==> src/rtl/serial_addsub4.sv <==
// serial_addsub4: bit-serial two's-complement adder/subtractor.
// One full-adder bit per clock, LSB first, with a single carry flip-flop.
// Subtract is a + ~b + 1: b is inverted at load and the carry starts at 1.
module serial_addsub4 #(
  parameter int unsigned WIDTH = 4
) (
  input  logic             clk,
  input  logic             rst,
  input  logic             start,
  input  logic             mode,
  input  logic [WIDTH-1:0] a,
  input  logic [WIDTH-1:0] b,
  output logic [WIDTH-1:0] result,
  output logic             cout,
  output logic             ovf,
  output logic             busy,
  output logic             done
);

  localparam int unsigned CW   = (WIDTH > 1) ? $clog2(WIDTH) : 1;
  localparam int unsigned LAST = WIDTH - 1;

  typedef enum logic [1:0] {
    IDLE = 2'd0,
    RUN  = 2'd1,
    DONE = 2'd2
  } state_t;

  state_t           state;
  logic [WIDTH-1:0] opa;
  logic [WIDTH-1:0] opb;
  logic [WIDTH-1:0] acc;
  logic             carry;
  logic [CW-1:0]    cnt;

  logic             sum_bit;
  logic             carry_next;

  // Full adder on the current LSBs of both operand registers.
  assign sum_bit    = opa[0] ^ opb[0] ^ carry;
  assign carry_next = (opa[0] & opb[0]) | (opa[0] & carry) | (opb[0] & carry);

  // Control FSM and datapath; all outputs are registered here.
  always_ff @(posedge clk) begin
    if (rst) begin
      state  <= IDLE;
      opa    <= '0;
      opb    <= '0;
      acc    <= '0;
      carry  <= 1'b0;
      cnt    <= '0;
      result <= '0;
      cout   <= 1'b0;
      ovf    <= 1'b0;
      busy   <= 1'b0;
      done   <= 1'b0;
    end else begin
      case (state)
        IDLE: begin
          done <= 1'b0;
          if (start) begin
            opa   <= a;
            opb   <= b ^ {WIDTH{mode}};
            carry <= mode;
            cnt   <= '0;
            busy  <= 1'b1;
            state <= RUN;
          end
        end
        RUN: begin
          acc   <= {sum_bit, acc[WIDTH-1:1]};
          opa   <= opa >> 1;
          opb   <= opb >> 1;
          carry <= carry_next;
          cnt   <= cnt + CW'(1);
          if (cnt == CW'(LAST)) begin
            // carry still holds the carry into the MSB at this point
            result <= {sum_bit, acc[WIDTH-1:1]};
            cout   <= carry_next;
            ovf    <= carry ^ carry_next;
            busy   <= 1'b0;
            done   <= 1'b1;
            state  <= DONE;
          end
        end
        DONE: begin
          done  <= 1'b0;
          state <= IDLE;
        end
        default: begin
          busy  <= 1'b0;
          done  <= 1'b0;
          state <= IDLE;
        end
      endcase
    end
  end

endmodule

==> config.mk <==
export PLATFORM = sky130hd
export DESIGN_NAME = serial_addsub4
export DESIGN_NICKNAME = d
export VERILOG_FILES = /design/src/rtl/serial_addsub4.sv
export SDC_FILE = /design/constraint.sdc
export NUM_CORES = 1
export LEC_CHECK = 0
export ABC_AREA = 1
export BUFFER_PORTS_ARGS = -buffer_cell sky130_fd_sc_hd__buf_2
export CORE_MARGIN = 2
export CORE_UTILIZATION = 30
export DETAILED_ROUTE_END_ITERATION = 12
export PLACE_DENSITY = 0.5
export SLEW_MARGIN = 20
export SYNTH_ARGS = -nofsm -noshare
export SYNTH_HDL_FRONTEND = slang
export SYNTH_SLANG_ARGS = --single-unit
==> constraint.sdc <==
create_clock -name clk -period 2.2 [get_ports clk]
set_input_delay 0.22 -clock clk [delete_from_list [all_inputs] [get_ports clk]]
set_output_delay 0.22 -clock clk [all_outputs]
set_load 0.05 [all_outputs]
==> impl_results.md, run 1 <==
* Hold WC Path Type: in -> reg
* CTS Hold Buffers Added at 0
* Register bit count reported by yosys at 24
* IO Count at 20
* Crit path launch type: flop
* Power Dens Cells at about 720 mW/mm²
* WP data required at 2.47 ns
* Most used DFF post-synth: dfxtp_1
* WP data arrival at 1.51 ns
* Setup bufs post-CTS at 0
* Global-route wire length before repair at 3.96 mm
* Largest cells by area after synthesis: dfxtp_1 45%, nand2_1 15%, nor2_1 9.5%, nand3_1 8.9%, inv_1 3.9%
* Leak at 0.624 nW
* Starting Density at between 30% and 40%
* IO buf count at 19
* Length of routed met3 wiring at 80 µm
* Place WS at 0.980 ns
* Total negative slack at 0 ns
* Final hold vios at 0
* Die X at 63.5 µm
* Syn Area/Cell at roughly 7.1 µm²
* Top sig layer: met4
* Root Buffer: clkbuf_4
* Antenna-violating nets left at 0
* Ys async rst share at 0%
* Number of synthesized flops with an enable pin at 0
* Cells after Synth at 150
* Core area at 0.00336 mm²
* Routed vias at 917
* Pins over their slew limit at 0
* Met1 WL at 1.08 mm
* Synth Cell Area at approximately 0.0011 mm²
* Iter 0 DRT Violations at 31
* Setup CP Type: reg -> reg
* Worst Setup Slack, final at slightly below 1 ns
* Setup crit end kind: flop
* Clock sinks at 24
* Unrepaired setup endpoints after global routing: false
* Worst-Margin Slew at ~0.45 ns
* Min Tclk post-route at 1.24 ns
* Vias in the first global route at 905
* Top post-synthesis cells by count: 42 x nand2_1, 27 x nor2_1, 24 x dfxtp_1, 19 x nand3_1, 11 x inv_1
* Area growth syn-to-layout at 15.6%
* Worst vdd ir at a little under 0.0002 V
* TritonRoute pass-1 iters at 4
* Clock Path Buffers at 2
* Post_cts resized at 0
* HPWL after DPL at 1.63 mm
* Final period utilization at 56.3%
* Distinct cells, synth at 16
* TritonCTS clock tree: built
* Most common cell in the netlist: nand2_1
* Fmax at approximately 800 MHz
* Yosys warning total at 0
* Initial antenna violation count at 0
* Worst reg2reg setup slack at slightly below 1 ns
* Via density at 4.29
* Average wire per cell in the routed design at 10.0 µm
* Clk slew on worst S/H paths at 0.14 ns
* Worst skew pair latency at around 0.31 ns
* Status: completed
* Die height at 63.5 µm
* Clock skew at 0.00595 ns
* Fill count at 387
* Max FO, Critical Path at 5
* Relative slew slack at 69.8%
* Leading area contributor after synthesis: dfxtp_1
* Number of diodes at 0
* Largest net degree at the start of global routing at 17
* DRT Wirelength at 2.14 mm
* Gpl congestion at 0.699
* Total GRT Usage at 12.2%
* Cts bufs inserted at 3
* GRT overflow at 0
* Met2 routed WL at around 960 µm
* Syn_nets at 164
* DIE AREA at a little over 0.004 mm²
* DRC violations left at 0
* FP Rows at 21
* Top cell type's share of synthesized area at between 40% and 50%
* Htree depth at 1
* Final setup fails at 0
* Max Cap Viol at 0
* Final nets at 183
* Seq/Total Area, Yosys at between 40% and 50%
* Layout cells sized above 1 at 16.7%
## report_power, final
part	internal [W]	total, W	switching, W
Clock	0.000184	0.000316	0.000132
Combinational	0.0000354	0.0000991	0.0000637
Sequential	0.000454	0.000468	0.0000132
## worst max-delay path: stages, from the launching register on
cell	delay, ns
dfxtp_1	0.38
ha_1	0.25
inv_1	0.06
nor2_1	0.19
nand2_1	0.09
inv_2	0.11
nand2_1	0.07
nand2_1	0.05
## per-layer routing
layer	up-vias	global-route usage, %
met5	-	0
met4	0	4.08
met3	2	2.68
met2	16	19.9
met1	397	16.0
li1	502	-
## cells in the final DEF (no fill, tap or decap), drive strengths merged
cell / count
a21oi: 5
buf: 19
bufinv: 1
clkbuf: 3
dfxtp: 24
fa: 1
ha: 1
inv: 14
nand2: 44
nand3: 19
nor2: 27
nor3: 1
o21ai: 7
xor2: 2
## path summary, 6_finish.rpt
path	depth (start not counted)	start	endpoint
max	7	cnt[0]	result[2]
min	3	a[3]	opa[3]
max reg2reg	7	cnt[0]	result[2]
min reg2reg	2	ovf	ovf
## area by class of cell
type	instances	area, µm²	share of cell area, %
multi-input cells	107	492	40.0
clock inverters	1	30.0	2.44
flip-flops and latches	24	480	39.1
clock buffers	3	22.5	1.83
inverters	14	52.6	4.27
repair buffers	19	95.1	7.73
well taps	46	57.6	4.68
## per-stage QoR
| stage | utilization [%] | area, µm² | std cells | hold slack, ns | total power (W) |
|---|---|---|---|---|---|
| global route | 36.6 | 1230 | 214 | 0.167 | 0.000935 |
| finish | 36.6 | 1230 | 214 | 0.144 | 0.000883 |
| CTS | 36.6 | 1230 | 214 | 0.136 | 0.000898 |
| detailed placement | 35.0 | 1180 | 210 | 0.458 | 0.000577 |
| floorplan | - | 1060 | 150 | 0.363 | 0.000553 |
| global placement | 35.0 | 1180 | 210 | 0.445 | 0.000576 |
## kinds of logic after synthesis
family                     after synthesis  synth area share, %
AOI/OAI and AO/OA                       12                 5.65
xor gates and xnor gates                 2                 1.65
adders and majority gates                2                 3.06
buffers and inverters                   19                 8.59
DFF                                     24                 45.2
and+or+nand+nor                         91                 35.9
## state kept, by name (all words and copies together) (netlist names)
register,flops
opa,4
opb,4
result,4
acc,3
cnt,2
state,2
busy,1
carry,1
cout,1
done,1
ovf,1
(Power assumes the default switching activity.)
==> run 2, diff against run 1 <==
==> constraint.sdc (replaced) <==
create_clock -name clk -period 1.15 [get_ports clk]
set_input_delay 0.115 -clock clk [delete_from_list [all_inputs] [get_ports clk]]
set_output_delay 0.115 -clock clk [all_outputs]
set_load 0.05 [all_outputs]
==> run 2 against run 1 <==
Combinational power rose to 2.5 times the previous value. Sequential power increased by 92%. Non-clock buffer count is 15 higher. Fmax is 9.2% higher. Clock power increased by 16%. First-iteration DRC count increased by 42%. Design area grew 11%. Clock skew down 0.0047 ns. Worst hold slack worse by 0.11 ns. Via count up 7.9%. Cell count up 6.5%. Critical endpoint is now acc[3]. Largest power group unchanged.
==> impl_results.md, run 2 (same netlist as run 1, synthesis figures left out) <==
* Setup bufs post-CTS at 0 (unchanged)
* Post-Layout Inst Area at 0.00137 mm² (+11%)
* HPWL after DPL at 1.80 mm (+10%)
* Pins over their slew limit at 0 (unchanged)
* IO Count at 20 (unchanged)
* Worst skew pair latency at 0.31 ns (about the same)
* TritonRoute pass-1 iters at 4 (unchanged)
* DRC violations left at 0 (unchanged)
* Top Registers: opa: 4 flops, opb: 4 flops, result: 4 flops
* Total GRT Usage at 13.3% (+1.0 points)
* Layout cells sized above 1 at 30.8% (+14 points)
* Unrepaired setup endpoints after global routing: true
* Area growth syn-to-layout at 28.9%
* DRT Wirelength at 2.39 mm (+12%)
* Status: completed
* Largest net degree at the start of global routing at 13 (-4)
* Number of diodes at 0 (unchanged)
* Final setup fails at 0 (unchanged)
* Starting Density at 31.6% (unchanged)
* Core area at 0.00336 mm² (unchanged)
* Worst path max stage delay at 0.58 ns (+0.20 ns)
* Initial antenna violation count at 0 (unchanged)
* Worst vdd ir at 0.000517 V (+160%)
* Leak at 0.690 nW (+11%)
* Area occupied by multi-input gates at 528 µm² (+7.4%)
* Average wire per cell in the routed design at 10.5 µm (+4.8%)
* Final nets at 198 (+8.2%)
* Register area at 488 µm² (+1.6%)
* Fill count at 390 (+0.78%)
* Die height at 63.5 µm (unchanged)
* TritonCTS clock tree: built
* Cts bufs inserted at 3 (unchanged)
* Relative slew slack at 72.6% (+2.8 points)
* Global-route wire length before repair at 4.23 mm (+6.8%)
* Via density at 4.34 (+1.2%)
* Placed cell area at 0.00130 mm² (+11%)
* Setup CP Type: reg -> reg
* Clock sinks at 24 (unchanged)
* Post-route total power at 0.00152 W (+72%)
* Hold Slack at 0.0346 ns (-0.109 ns)
* Clk slew on worst S/H paths at 0.13 ns (about the same)
* Die X at 63.5 µm (unchanged)
* Setup crit end kind: flop
* Worst-Margin Slew at 0.411 ns (-0.0417 ns)
* Final hold vios at 0 (unchanged)
* Crit path launch type: flop
* Min Tclk post-route at 1.14 ns (-0.104 ns)
* FP Rows at 21 (unchanged)
* GRT overflow at 0 (unchanged)
* Htree depth at 1 (unchanged)
* WP data required at 1.41 ns (-1.06 ns)
* Commonest non-fill, non-tap cell in the layout: nand2_1
* DIE AREA at 0.00404 mm² (unchanged)
* Clock skew at 0.00129 ns (-0.00465 ns)
* Cell Chain, Critical Path: fa_2 > o21ai_2 > nor2_1
* Clock Path Buffers at 2 (unchanged)
* Final period utilization at 98.7% (+42 points)
* Total negative slack at 0 ns (unchanged)
* Gpl congestion at 0.747 (+6.8%)
* Hold WC Path Type: in -> reg
* Root Buffer: clkbuf_4
* CTS Hold Buffers Added at 0 (unchanged)
* Slowest CP cell: fa_2
* Fmax at 881 MHz (+9.2%)
* Max FO, Critical Path at 2 (-3)
* Vias in the first global route at 969 (+7.1%)
* Power Dens Cells at 1110 mW/mm² (+54%)
* Iter 0 DRT Violations at 44 (+42%)
* IO buf count at 19 (unchanged)
* WP data arrival at 1.39 ns (-0.12 ns)
* Max Cap Viol at 0 (unchanged)
* Antenna-violating nets left at 0 (unchanged)
* Routed vias at 989 (+7.9%)
* Commonest cells after routing, fill and taps aside: 40 x nand2_1, 24 x nor2_1, 19 x nand3_1, 19 x buf_2, 18 x dfxtp_1
==> run 2: cell types whose count changed in the layout (fill, tap and decap cells not counted), sizes merged <==
cell,change
buf,+15
bufinv,-1
==> run 2: final timing paths <==
path / endpoint / depth (start not counted) / slack, ns / start
setup / recovery: acc[3] / 3 / 0.01 / opa[0]
hold / removal: opa[3] / 3 / 0.03 / a[3]
setup reg to reg: acc[3] / 3 / 0.01 / opa[0]
hold reg to reg: result[2] / 2 / 0.47 / acc[3]
==> run 2: metrics by stage <==
step / setup slack (ns) / util (%) / std cells
2_1_floorplan: 0.0197 / - / 150
3_3_place_gp: -0.00478 / 38.7 / 225
3_5_place_dp: -0.0120 / 38.7 / 225
4_1_cts: -0.00509 / 39.6 / 228
5_1_grt: -0.0718 / 40.8 / 228
6_report: 0.0149 / 40.8 / 228
==> run 2: area by class of cell <==
class / count / area share [%]
Timing Repair Buffer: 34 / 16.1
Tap cell: 46 / 4.20
Multi-Input combinational cell: 107 / 38.5
Sequential cell: 24 / 35.6
Inverter: 14 / 4.01
Clock buffer: 3 / 1.64
==> run 2: report_power, final <==
part	switching (W)	internal (W)	total (W)
Combinational	0.000139	0.000111	0.000251
Clock	0.000245	0.000122	0.000367
Sequential	0.0000278	0.000872	0.000900
Total	0.000412	0.00111	0.00152
==> run 2: repair_timing <==
item                                    4_1_cts  5_1_grt
gates resized for setup                       3       15
pin swaps                                     0        3
endpoints found under the hold margin         0        0
endpoints found under the setup margin        7       19
==> run 2: worst max-delay path: cells and delay by family (launching register included) <==
kind	cells	cell delay, ns
compound gates	1	0.05
simple gates	1	0.11
fa+ha+maj	1	0.58
flops	1	0.35
==> run 2: layer usage <==
layer	track usage (%)	routed length (µm)
met5	0	0
met4	3.53	17
met3	4.11	92
met2	22.2	1110
met1	16.4	1170
==> run 3, diff against run 2 <==
--- a/config.mk
+++ b/config.mk
@@ -11,6 +11,7 @@
 export CORE_UTILIZATION = 30
 export DETAILED_ROUTE_END_ITERATION = 12
 export PLACE_DENSITY = 0.5
+export REMOVE_ABC_BUFFERS = 1
 export SLEW_MARGIN = 20
 export SYNTH_ARGS = -nofsm -noshare
 export SYNTH_HDL_FRONTEND = slang
==> run 3 against run 2 <==
Critical path depth up 1. Register-to-register slack about the same. Design area up 3.2%. Clock power up 22%. Non-clock buffer count up 4. Total power up 5.5%. First-iteration DRC count up 20%. Critical path type unchanged. Largest cell class unchanged.
==> impl_results.md, run 3 (same netlist as run 1, synthesis figures left out) <==
* Worst vdd ir at 0.000456 V (-12%)
* Clock skew at 0.0102 ns (+0.00887 ns)
* Initial antenna violation count at 0 (unchanged)
* Buf/Inv on CP at 0 (unchanged)
* GRT overflow at 0 (unchanged)
* Leak at 0.719 nW (+4.3%)
* Average wire per cell in the routed design at 10.1 µm (-3.3%)
* Family with the most delay on the worst path: adder cells
* Post-route total power at 0.00160 W (+5.5%)
* Starting Density at 31.6% (unchanged)
* Final setup fails at 0 (unchanged)
* Final hold vios at 0 (unchanged)
* Vias in the first global route at 938 (-3.2%)
* Final core utilization at 42.1% (+1.3 points)
* Pins over their slew limit at 0 (unchanged)
* Worst reg2reg setup slack at 0.02 ns (about the same)
* Via density at 4.41 (+1.6%)
* Power Dens Cells at 1130 mW/mm² (+2.2%)
* Unrepaired setup endpoints after global routing: true
* Cts bufs inserted at 3 (unchanged)
* IO buf count at 19 (unchanged)
* Relative slew slack at 83.2% (+11 points)
* Routed vias at 1027 (+3.8%)
* FP Rows at 21 (unchanged)
* Reg-to-Reg Start: opa[0]
* Top Registers: opa: 4 flops, opb: 4 flops, result: 4 flops
* Htree depth at 1 (unchanged)
* Antenna-violating nets left at 0 (unchanged)
* CTS Hold Buffers Added at 0 (unchanged)
* Worst path max stage delay at 0.41 ns (-0.17 ns)
* Cell Chain, Critical Path: fa_2 > xor2_1 > nand2_1 > a21oi_1
* Slowest CP cell: fa_2
* Crit path from: opa[0]
* Crit path launch type: flop
* Die X at 63.5 µm (unchanged)
* Final nets at 202 (+2.0%)
* Clock sinks at 24 (unchanged)
* Fmax at 887 MHz (+0.69%)
* Layout cells sized above 1 at 32.1% (+1.3 points)
* Clk slew on worst S/H paths at 0.12 ns (about the same)
* Status: completed
* Iter 0 DRT Violations at 53 (+20%)
* Cell depth of the worst setup path at 4 (+1)
* Worst setup endpoint: ovf
* WP data arrival at 1.38 ns (about the same)
* Global-route wire length before repair at 4.02 mm (-4.9%)
* Hold WC Path Type: in -> reg
* HPWL after DPL at 1.80 mm (+0.14%)
* Area growth syn-to-layout at 33.1%
* Root Buffer: clkbuf_4
* Total GRT Usage at 12.7% (-0.61 points)
* Reg-to-Reg End: ovf
* TritonRoute pass-1 iters at 4 (unchanged)
* Largest net degree at the start of global routing at 14 (+1)
* Setup CP Type: reg -> reg
* Min Tclk post-route at 1.13 ns (-0.00777 ns)
* R2r worst-path depth at 4 (+1)
* Commonest non-fill, non-tap cell in the layout: nand2_1
* Worst skew pair latency at 0.32 ns (about the same)
* DRT Wirelength at 2.36 mm (-1.2%)
* WP data required at 1.40 ns (about the same)
* Fill count at 394 (+1.0%)
* Core area at 0.00336 mm² (unchanged)
* IO Count at 20 (unchanged)
* Max Cap Viol at 0 (unchanged)
* Worst-Margin Slew at 0.252 ns (-0.158 ns)
* Final period utilization at 98.0% (-0.68 points)
* TritonCTS clock tree: built
* DIE AREA at 0.00404 mm² (unchanged)
* DRC violations left at 0 (unchanged)
* Gpl congestion at 0.811 (+8.6%)
* Die height at 63.5 µm (unchanged)
* Number of diodes at 0 (unchanged)
* Commonest cells after routing, fill and taps aside: 41 x nand2_1, 25 x nor2_1, 19 x nand3_1, 19 x buf_2, 18 x buf_4
* Clock Path Buffers at 2 (unchanged)
* Max FO, Critical Path at 3 (+1)
* Setup crit end kind: flop
[run 3: tightest hold or removal path, delay by kind of cell]
family	cells	cell delay, ns
AND/OR/NAND/NOR	1	0.05
AO/OA/AOI/OAI	1	0.05
buffers and inverters	1	0.09
[run 3: per-layer routing]
metal / global-route usage (%) / vias up / part of all wire, %
met2: 21.8 / 19 / 49
met3: 2.14 / 4 / 3.1
met4: 6.52 / 0 / 1.4
met5: 0 / - / 0
li1: - / 546 / -
met1: 14.9 / 458 / 46
[run 3: worst min-delay path by stage]
stage	startpoint	endpoint	slack (ns)	cells past startpoint
after CTS	a[3]	opa[3]	0.03	3
after global placement	a[3]	opa[3]	0.37	3
after global routing	a[3]	opa[3]	0.04	3
after floorplan	rst	opa[3]	0.18	1
after detailed placement	a[3]	opa[3]	0.38	3
final	a[3]	opa[3]	0.04	3
[run 3: final cells by class]
cell class                 instances  area, µm²  area share, %
multi-input combinational        107        522           36.9
sequential                        24        492           34.7
timing repair buffer              38        250           17.7
inverter                          14       57.6           4.07
tap                               46       57.6           4.07
clock buffer                       4       36.3           2.56
[run 3: metrics by stage]
step	instance area [µm²]	hold WS [ns]	worst slack, ns	std cells	TNS (ns)
6_report	1420	0.0391	0.0226	233	0
5_1_grt	1420	0.0446	-0.0349	233	-0.0486
4_1_cts	1370	0.0303	0.00134	231	0
3_5_place_dp	1320	0.381	-0.0286	227	-0.0565
3_3_place_gp	1320	0.375	-0.0101	227	-0.0101
2_1_floorplan	1020	0.184	0.0212	145	0
[run 3: power by group]
group          internal (W)  switching, W  total [W]  leakage, nW
sequential         0.000870     0.0000268   0.000897        0.199
clock              0.000193      0.000255   0.000448       0.0210
combinational      0.000118      0.000138   0.000256        0.499
total               0.00118      0.000420    0.00160        0.719
[run 3: what timing repair did]
| action | in CTS | in global routing |
|---|---|---|
| pin swaps | 3 | 5 |
| setup endpoints to repair | 6 | 18 |
| buffers inserted | 0 | 2 |
| gates resized for setup | 8 | 12 |
